--- src/rtl/set_tr_dequeue_cmd.sv ---
// Set TR Dequeue Pointer command handler: decodes the TRB, validates it against the slot
// context, writes the new dequeue pointer into the endpoint context and pulses the update bus.
module set_tr_dequeue_cmd #(
    parameter logic [5:0]            TRB_TYPE_SET_TR_DEQ = 6'd16,
    parameter logic                  STREAMS_SUPPORTED   = 1'b0,
    parameter int                    WR_STATE_W          = 3,
    parameter logic [WR_STATE_W-1:0] WR_DATA_INIT        = 3'd1,
    parameter logic [WR_STATE_W-1:0] WR_COMPLETE         = 3'd3
) (
    input  logic                  clk,
    input  logic                  rst,
    input  logic                  cmd_has_request,
    input  logic [127:0]          cmd_trb,
    output logic                  cmd_done,
    output logic [7:0]            cmd_completion_code,
    output logic [7:0]            cmd_slot_id,
    // slot context lookup
    input  logic [7:0][63:0]      slot_p_ctx_i,
    input  logic [7:0]            slot_enabled_i,
    // host memory write port
    output logic [63:0]           wr_address_o,
    output logic [31:0]           wr_data_length_o,
    output logic                  wr_has_data_o,
    output logic [127:0]          wr_din_o,
    output logic                  wr_en_o,
    output logic                  wr_done_o,
    input  logic [WR_STATE_W-1:0] wr_state_i,
    output logic [73:0]           set_ep_tr_ptr_out,
    output logic [2:0]            state_o
);

    typedef enum logic [2:0] {
        S_IDLE     = 3'd0,
        S_DECODE   = 3'd1,
        S_CHECK    = 3'd2,
        S_WR_START = 3'd3,
        S_WR_DATA  = 3'd4,
        S_WR_WAIT  = 3'd5,
        S_UPDATE   = 3'd6,
        S_COMPLETE = 3'd7
    } state_t;

    localparam logic [7:0] CC_SUCCESS   = 8'd1;
    localparam logic [7:0] CC_TRB_ERR   = 8'd5;
    localparam logic [7:0] CC_SLOT_NEN  = 8'd11;
    localparam logic [7:0] CC_PARAM_ERR = 8'd17;

    state_t      state_q, state_d;
    logic [59:0] ptr_q;
    logic        dcs_q;
    logic [15:0] stream_q;
    logic [5:0]  type_q;
    logic [4:0]  ep_q;
    logic [7:0]  slot_q;
    logic [2:0]  slot_idx_q;
    logic [63:0] addr_q;
    logic [7:0]  code_q;

    logic        chk_err;
    logic [7:0]  chk_code;

    // TRB bits that carry nothing this command uses
    logic unused_trb;
    assign unused_trb = ^{cmd_trb[79:64], cmd_trb[105:96], cmd_trb[119:117], cmd_trb[3:1]};

    // Checks are ordered: the first failing rule decides the completion code.
    always_comb begin
        chk_err  = 1'b1;
        chk_code = CC_TRB_ERR;
        if (type_q != TRB_TYPE_SET_TR_DEQ) begin
            chk_code = CC_TRB_ERR;
        end else if (slot_q == 8'd0 || slot_q > 8'd8 || !slot_enabled_i[slot_idx_q]) begin
            chk_code = CC_SLOT_NEN;
        end else if (ep_q < 5'd2) begin
            chk_code = CC_TRB_ERR;
        end else if (stream_q != 16'd0 && !STREAMS_SUPPORTED) begin
            chk_code = CC_TRB_ERR;
        end else if (ptr_q == 60'd0) begin
            chk_code = CC_PARAM_ERR;
        end else begin
            chk_err  = 1'b0;
            chk_code = 8'd0;
        end
    end

    always_comb begin
        state_d = state_q;
        case (state_q)
            S_IDLE:     if (cmd_has_request) state_d = S_DECODE;
            S_DECODE:   state_d = S_CHECK;
            S_CHECK:    state_d = chk_err ? S_COMPLETE : S_WR_START;
            S_WR_START: if (wr_state_i == WR_DATA_INIT) state_d = S_WR_DATA;
            S_WR_DATA:  state_d = S_WR_WAIT;
            S_WR_WAIT:  if (wr_state_i == WR_COMPLETE) state_d = S_UPDATE;
            S_UPDATE:   state_d = S_COMPLETE;
            S_COMPLETE: if (!cmd_has_request) state_d = S_IDLE;
            default:    state_d = S_IDLE;
        endcase
    end

    always_ff @(posedge clk) begin
        if (rst) begin
            state_q <= S_IDLE;
        end else begin
            state_q <= state_d;
        end
    end

    // Command fields are captured once in DECODE; later TRB changes are ignored.
    always_ff @(posedge clk) begin
        if (rst) begin
            ptr_q      <= '0;
            dcs_q      <= 1'b0;
            stream_q   <= '0;
            type_q     <= '0;
            ep_q       <= '0;
            slot_q     <= '0;
            slot_idx_q <= '0;
            addr_q     <= '0;
            code_q     <= '0;
        end else begin
            case (state_q)
                S_DECODE: begin
                    ptr_q      <= cmd_trb[63:4];
                    dcs_q      <= cmd_trb[0];
                    stream_q   <= cmd_trb[95:80];
                    type_q     <= cmd_trb[111:106];
                    ep_q       <= cmd_trb[116:112];
                    slot_q     <= cmd_trb[127:120];
                    slot_idx_q <= cmd_trb[122:120] - 3'd1;
                    code_q     <= '0;
                end
                S_CHECK: begin
                    // Endpoint context is 0x20 bytes; the dequeue pointer sits 8 bytes in.
                    addr_q <= slot_p_ctx_i[slot_idx_q] + {54'h0, ep_q, 5'h0} + 64'h8;
                    if (chk_err) code_q <= chk_code;
                end
                S_UPDATE: code_q <= CC_SUCCESS;
                default: ;
            endcase
        end
    end

    always_comb begin
        wr_address_o      = '0;
        wr_data_length_o  = '0;
        wr_has_data_o     = 1'b0;
        wr_din_o          = '0;
        wr_en_o           = 1'b0;
        wr_done_o         = 1'b0;
        set_ep_tr_ptr_out = '0;
        case (state_q)
            S_WR_START: begin
                wr_address_o     = addr_q;
                wr_data_length_o = 32'h8;
                wr_has_data_o    = 1'b1;
            end
            S_WR_DATA: begin
                wr_address_o     = addr_q;
                wr_data_length_o = 32'h8;
                wr_has_data_o    = 1'b1;
                wr_en_o          = 1'b1;
                wr_din_o         = {64'h0, ptr_q, 3'b000, dcs_q};
            end
            S_WR_WAIT: begin
                wr_address_o     = addr_q;
                wr_data_length_o = 32'h8;
                wr_has_data_o    = 1'b1;
                wr_done_o        = 1'b1;
            end
            S_UPDATE: set_ep_tr_ptr_out = {dcs_q, ptr_q, 4'b0, ep_q, slot_q[2:0], 1'b1};
            default: ;
        endcase
    end

    assign cmd_done            = (state_q == S_COMPLETE);
    assign cmd_completion_code = code_q;
    assign cmd_slot_id         = slot_q;
    assign state_o             = state_q;

endmodule
--- config.mk ---
export PLATFORM = sky130hd
export DESIGN_NAME = set_tr_dequeue_cmd
export DESIGN_NICKNAME = d
export VERILOG_FILES = /design/src/rtl/set_tr_dequeue_cmd.sv
export SDC_FILE = /design/constraint.sdc
export NUM_CORES = 1
export LEC_CHECK = 0
export ABC_CLOCK_PERIOD_IN_PS = 10600
export BUFFER_PORTS_ARGS = -buffer_cell sky130_fd_sc_hd__buf_2
export CORE_AREA = 2 2 376 378
export CTS_BUF_LIST = sky130_fd_sc_hd__clkbuf_16
export CTS_CLUSTER_DIAMETER = 120
export CTS_CLUSTER_SIZE = 25
export DETAILED_ROUTE_END_ITERATION = 10
export DIE_AREA = 0 0 378 380
export GPL_TIMING_DRIVEN = 0
export PLACE_DENSITY_LB_ADDON = 0.08
export SYNTH_ARGS = -nofsm -noshare
export SYNTH_HDL_FRONTEND = slang
export SYNTH_SLANG_ARGS = --single-unit
--- constraint.sdc ---
create_clock -name clk -period 10.6 [get_ports clk]
set_input_delay 2.12 -clock clk [delete_from_list [all_inputs] [get_ports clk]]
set_output_delay 2.12 -clock clk [all_outputs]
set_load 0.02 [all_outputs]
# After elaboration in Yosys (flattened, before gate mapping)
# Index checks and enable logic that the tools add are counted.
[classes]
n_lt_le_gt_ge = 3
eq_ne = 15
n_reduce_logical = 11
mux = 29
addsub = 3
[ops]
columns = ["cell", "n"]
rows = [
  ["$bmux 64 s3", 1],
  ["$mux 64", 3],
  ["$mux 74", 1],
  ["$add 64x10->64", 1],
  ["$add 64x4->64 const B", 1],
  ["$logic_not 60->1", 1],
  ["$mux 5", 5],
  ["$pmux 3 s8", 1],
  ["$pmux 8 s3", 1],
  ["$reduce_bool 16->1", 1],
  ["$mux 3", 5],
  ["$eq 3x3->1 const B", 4],
  ["$ne 2x2->1 const B", 5],
  ["$eq 3x2->1 const B", 3],
  ["$mux 1", 9],
  ["$gt 8x4->1 const B", 1],
  ["$logic_not 8->1", 1],
  ["$mux 8", 1],
  ["$eq 3x1->1 const B", 2],
  ["$ne 6x5->1 const B", 1],
  ["$lt 5x2->1 const B", 1],
  ["$lt 3x4->1 const B", 1],
  ["$mux 4", 1],
  ["$reduce_and 4->1", 1],
  ["8 further kinds", 9],
]
[totals]
word_cells = 71
input_bits = 654
ff_bits = 174
out_inout_bits = 321

# Depth between registers and ports, before layout
[logic_depth]
word_depth = 8
ltp_mapped = 23
depth_no_buf = 12

# Worst setup path after synthesis
# No wires, ideal clock.
[synth_timing]
path_type = "reg2reg"
startpoint = "register slot_idx_q[0]"
endpoint = "register addr_q[55]"
required_ns = 10.473
setup_ns = 0.127
arrival_ns = 5.413
stages_incl_launch_ff = 24
setup_slack_ns = 5.061
path_cell_list = "dfxtp_1 -> buf_6 -> buf_12 -> buf_12 -> buf_6 -> buf_6 -> buf_4 -> buf_4 -> buf_1 -> buf_2 -> mux4_2 -> nand2_1 -> nand2_1 -> ha_1 -> a21oi_1 -> o21bai_1 -> a2111oi_0 -> or3_1 -> clkbuf_1 -> or3_1 -> buf_2 -> or4_4 -> xnor2_1 -> o21ai_1"
[synth_between]
elab_chain_len = 4
[synth_lines]
columns = ["element", "line", "text"]
rows = [
  ["start, declared", "55", "logic [2:0] slot_idx_q;"],
  ["start signal, assigned", "130", "slot_idx_q <= cmd_trb[122:120] - 3'd1;"],
  ["$bmux 64 s3", "135", "addr_q <= slot_p_ctx_i[slot_idx_q] + {54'h0, ep_q, 5'h0} + 64'h8;"],
  ["$mux 64 (implied by the code)", "135", ""],
  ["$add 64x10->64", "135", ""],
  ["$add 64x4->64", "135", ""],
  ["end signal, assigned", "135", ""],
  ["end, declared", "56", "logic [63:0] addr_q;"],
]
# Every way passes these cells. The select of a mux whose other input is x is not followed.
# A chain may end at the register's enable or synchronous reset.

# Worst setup path after layout
[layout_timing]
startpoint = "register slot_idx_q[1]"
endpoint = "register addr_q[23]"
# Same word-level chain as after synthesis.

==> key figures <==
Layout
  • Post-layout util: 0.1543
  • Final cell count without fillers: 4476
  • Fill cells: 16182
  • Area of the multi-input gates: 0.009403 mm2
  • Nets: 3236
  • Syn-to-layout area delta: 54.45%
  • Layout cells sized above 1: 0.4490
  • Register area: 0.003403 mm2

Clock network
  • Postcts setup bufs: 0
  • CTS Sinks: 170
  • CTS Buf Count: 17
  • Clock root cell: clkbuf_16
  • Post_cts resized: 0
  • Hold-fix buffers, CTS: 0
  • Clock-pin slew on the worst setup and hold paths: 0.08 ns
  • Longest Clk Path Bufs: 2
  • H-tree levels: 4
  • Skew-Pair Late Insertion Delay: 0.52 ns
  • TritonCTS clock tree: built

Timing
  • Slew headroom: 0.1618
  • Final setup viols: 0
  • Total negative slack: 0 ns
  • RSZ-0062 raised after global routing: no
  • Max frequency: 0.1219 GHz
  • Clk_skew: 0.01947 ns
  • Slew @ Worst Pin: 1.257 ns
  • Hold WS: 0.4511 ns
  • Slew Limit Fails: 0
  • Final hold vios: 0
  • Minimum clock period: 8.206 ns
  • Final period util: 0.7741

Logic synthesis
  • Distinct cells, synth: 72
  • Post-synth EDFFs: 0
  • Cells after synthesis: 1613
  • Post-synth top area share: 0.2448
  • Dominant cells by area after synthesis: dfxtp_1, mux4_2, and2_1
  • Cell Area, Synth: 0.01390 mm2
  • Top-count cell post-synth: nand2_1
  • Async set or reset register ratio after synthesis: 0
  • Yosys reg bits: 170
  • Total of warnings raised by yosys: 0
  • Main flop type after synthesis: dfxtp_1
  • Sequential-to-total area share from yosys stat: 0.2448
  • Commonest cells post-synth: nand2_1, and2_1, dfxtp_1, a21oi_1, buf_4
  • Avg Cell Area, Syn: 8.620 um2
  • Post-synth top area cell: dfxtp_1

GRT
  • Initial antenna violation count: 39
  • Global Route Usage Sum: 0.1426
  • Vias in the first global route: 16489
  • Total congestion overflow: 0
  • First-pass GRT wire length: 139.8 mm
  • Largest net degree at the start of global routing: 17

Floorplan
  • Core area: 0.1392 mm2
  • Top Ports: 975
  • Initial Util: 0.09989
  • Full die area: 0.1436 mm2
  • Die Ht: 380 um
  • Die W: 378 um
  • Row count: 137

Placed design
  • Port Buffers: 837
  • Placer Congestion: 0.7304
  • Post-detail-place hpwl: 91.81 mm
  • Placed cell count: 4432

Critical path
  • Worst EP required: 11.06 ns
  • Slowest cell on crit path: clkbuf_1
  • Crit end category: flop
  • Crit path max fanout: 10
  • CP arrival: 8.67 ns
  • Crit path top cell by count: buf_2
  • Startpoint class of the critical path: flop
  • CP peak stage delay: 0.75 ns
  • Worst path cell trace: buf_4, buf_6, buf_4, buf_2, buf_2, buf_2, buf_2, buf_2, clkbuf_1, mux4_2, nand2_1, nand2_1, ha_1, a21oi_1, o21bai_1, a2111oi_0, or3_1, clkbuf_1, clkbuf_1, nor3_1, xor2_1, nand4_1, nand3_1
  • WS Path Type: reg2reg

Detailed routing
  • Drt via density: 3.479
  • Post-route ant nets: 0
  • Iter 0 DRT Violations: 555
  • Drt total wl: 105.7 mm
  • WL/cell: 23.62 um
  • DRC Markers: 0
  • TritonRoute pass-1 iters: 5
  • Vias after detailed routing: 15573

Power and ir drop
  • Peak supply drop: 138.8 uV
  • Cell area power density: 199.7 mW/mm2
  • Static leakage: 0.009463 uW
  • Total Power: 4288 uW

Min path
  • Worst Hold Class: reg2reg

Outcome
  • Status: complete, no violations

Flow run
  • Number of max-cap violations: 0
## power by group
| part | internal [uW] | total (uW) | switching [uW] |
|---|---|---|---|
| Sequential | 801 | 955 | 154 |
| Clock | 329 | 680 | 352 |
| Combinational | 985 | 2650 | 1670 |
| Total | 2110 | 4290 | 2170 |
## state kept, by name, summed over array words and instances (netlist names)
signal,cells
cmd_slot_id,8
type_q,6
dcs_q,1
addr_q,64
ep_q,5
stream_q,16
cmd_completion_code,4
slot_idx_q,3
ptr_q,60
state_o,3
## stage by stage
step / area (um2) / worst slack [ns]
floorplan: 14290 / 5.061
global route: 21450 / 1.862
detailed placement: 20880 / 2.126
global placement: 20830 / 1.178
finish: 21470 / 2.394
CTS: 21440 / 2.069
## worst max-delay path, delay by kind of cell (launching register included)
kind                       cells  cell delay (ns)
adders and majority gates      1             0.39
buffers and inverters         11             4.69
and+or+nand+nor                6             0.94
DFF                            1             0.32
xor gates and xnor gates       1             0.24
AOI/OAI and AO/OA              3             1.00
muxes                          1             0.46
## logic make-up (layout without fill, tap and decap cells)
| logic type | Yosys count | count (layout) | synth area share |
|---|---|---|---|
| DFF | 170 | 170 | 0.2448 |
| and+or+nand+nor | 753 | 753 | 0.2733 |
| buffers and inverters | 244 | 1115 | 0.1074 |
| adders and majority gates | 7 | 7 | 0.006299 |
| muxes | 183 | 183 | 0.2516 |
| xor gates and xnor gates | 30 | 30 | 0.01890 |
| AOI/OAI and AO/OA | 225 | 225 | 0.09746 |
| other | 1 | 117 | 0.0002697 |
## path summary, 6_finish.rpt
check,slack [ns],end,depth (start not counted),from
max,2.39,addr_q[23],23,slot_idx_q[1]
min,0.45,addr_q[61],2,addr_q[61]
max reg2reg,2.39,addr_q[23],23,slot_idx_q[1]
min reg2reg,0.45,addr_q[61],2,addr_q[61]
## placed cells by master (no fill, tap or decap), drive strengths merged, types with 4 or more instances in the layout
master | Yosys | routed
a211oi | 11 | 11
a21o | 4 | 4
a21oi | 142 | 142
a311o | 8 | 8
a311oi | 4 | 4
a31oi | 4 | 4
and2 | 202 | 202
and3 | 9 | 9
and4 | 5 | 5
buf | 150 | 989
clkbuf | 82 | 99
conb | 1 | 105
dfxtp | 170 | 170
diode | 0 | 12
ha | 7 | 7
inv | 11 | 19
mux2 | 18 | 18
mux2i | 39 | 39
mux4 | 126 | 126
nand2 | 317 | 317
nand2b | 14 | 14
nand3 | 30 | 30
nand4 | 21 | 21
nor2 | 55 | 55
nor3 | 25 | 25
nor4 | 31 | 31
o21ai | 15 | 15
o31ai | 5 | 5
or3 | 13 | 13
or4 | 17 | 17
xnor2 | 20 | 20
xor2 | 10 | 10
## layout make-up
class / instances / share of cell area
tap: 1876 / 0.1093
timing repair buffer: 839 / 0.1965
clock buffer: 17 / 0.01981
inverter: 11 / 0.001923
buffer: 233 / 0.06806
antenna: 12 / 0.001398
multi-input combinational: 1303 / 0.4379
clock inverter: 15 / 0.006584
sequential: 170 / 0.1585
## per-layer routing
metal  vias to the layer above  share of wire  GRT usage
li1                       7529              -          -
met1                      7254           0.40     0.1612
met2                       687           0.52     0.2666
met3                        85          0.071    0.04073
met4                        18          0.012    0.02125
met5                         -         0.0010          0
Note: power is estimated with default switching activity, not from simulation.
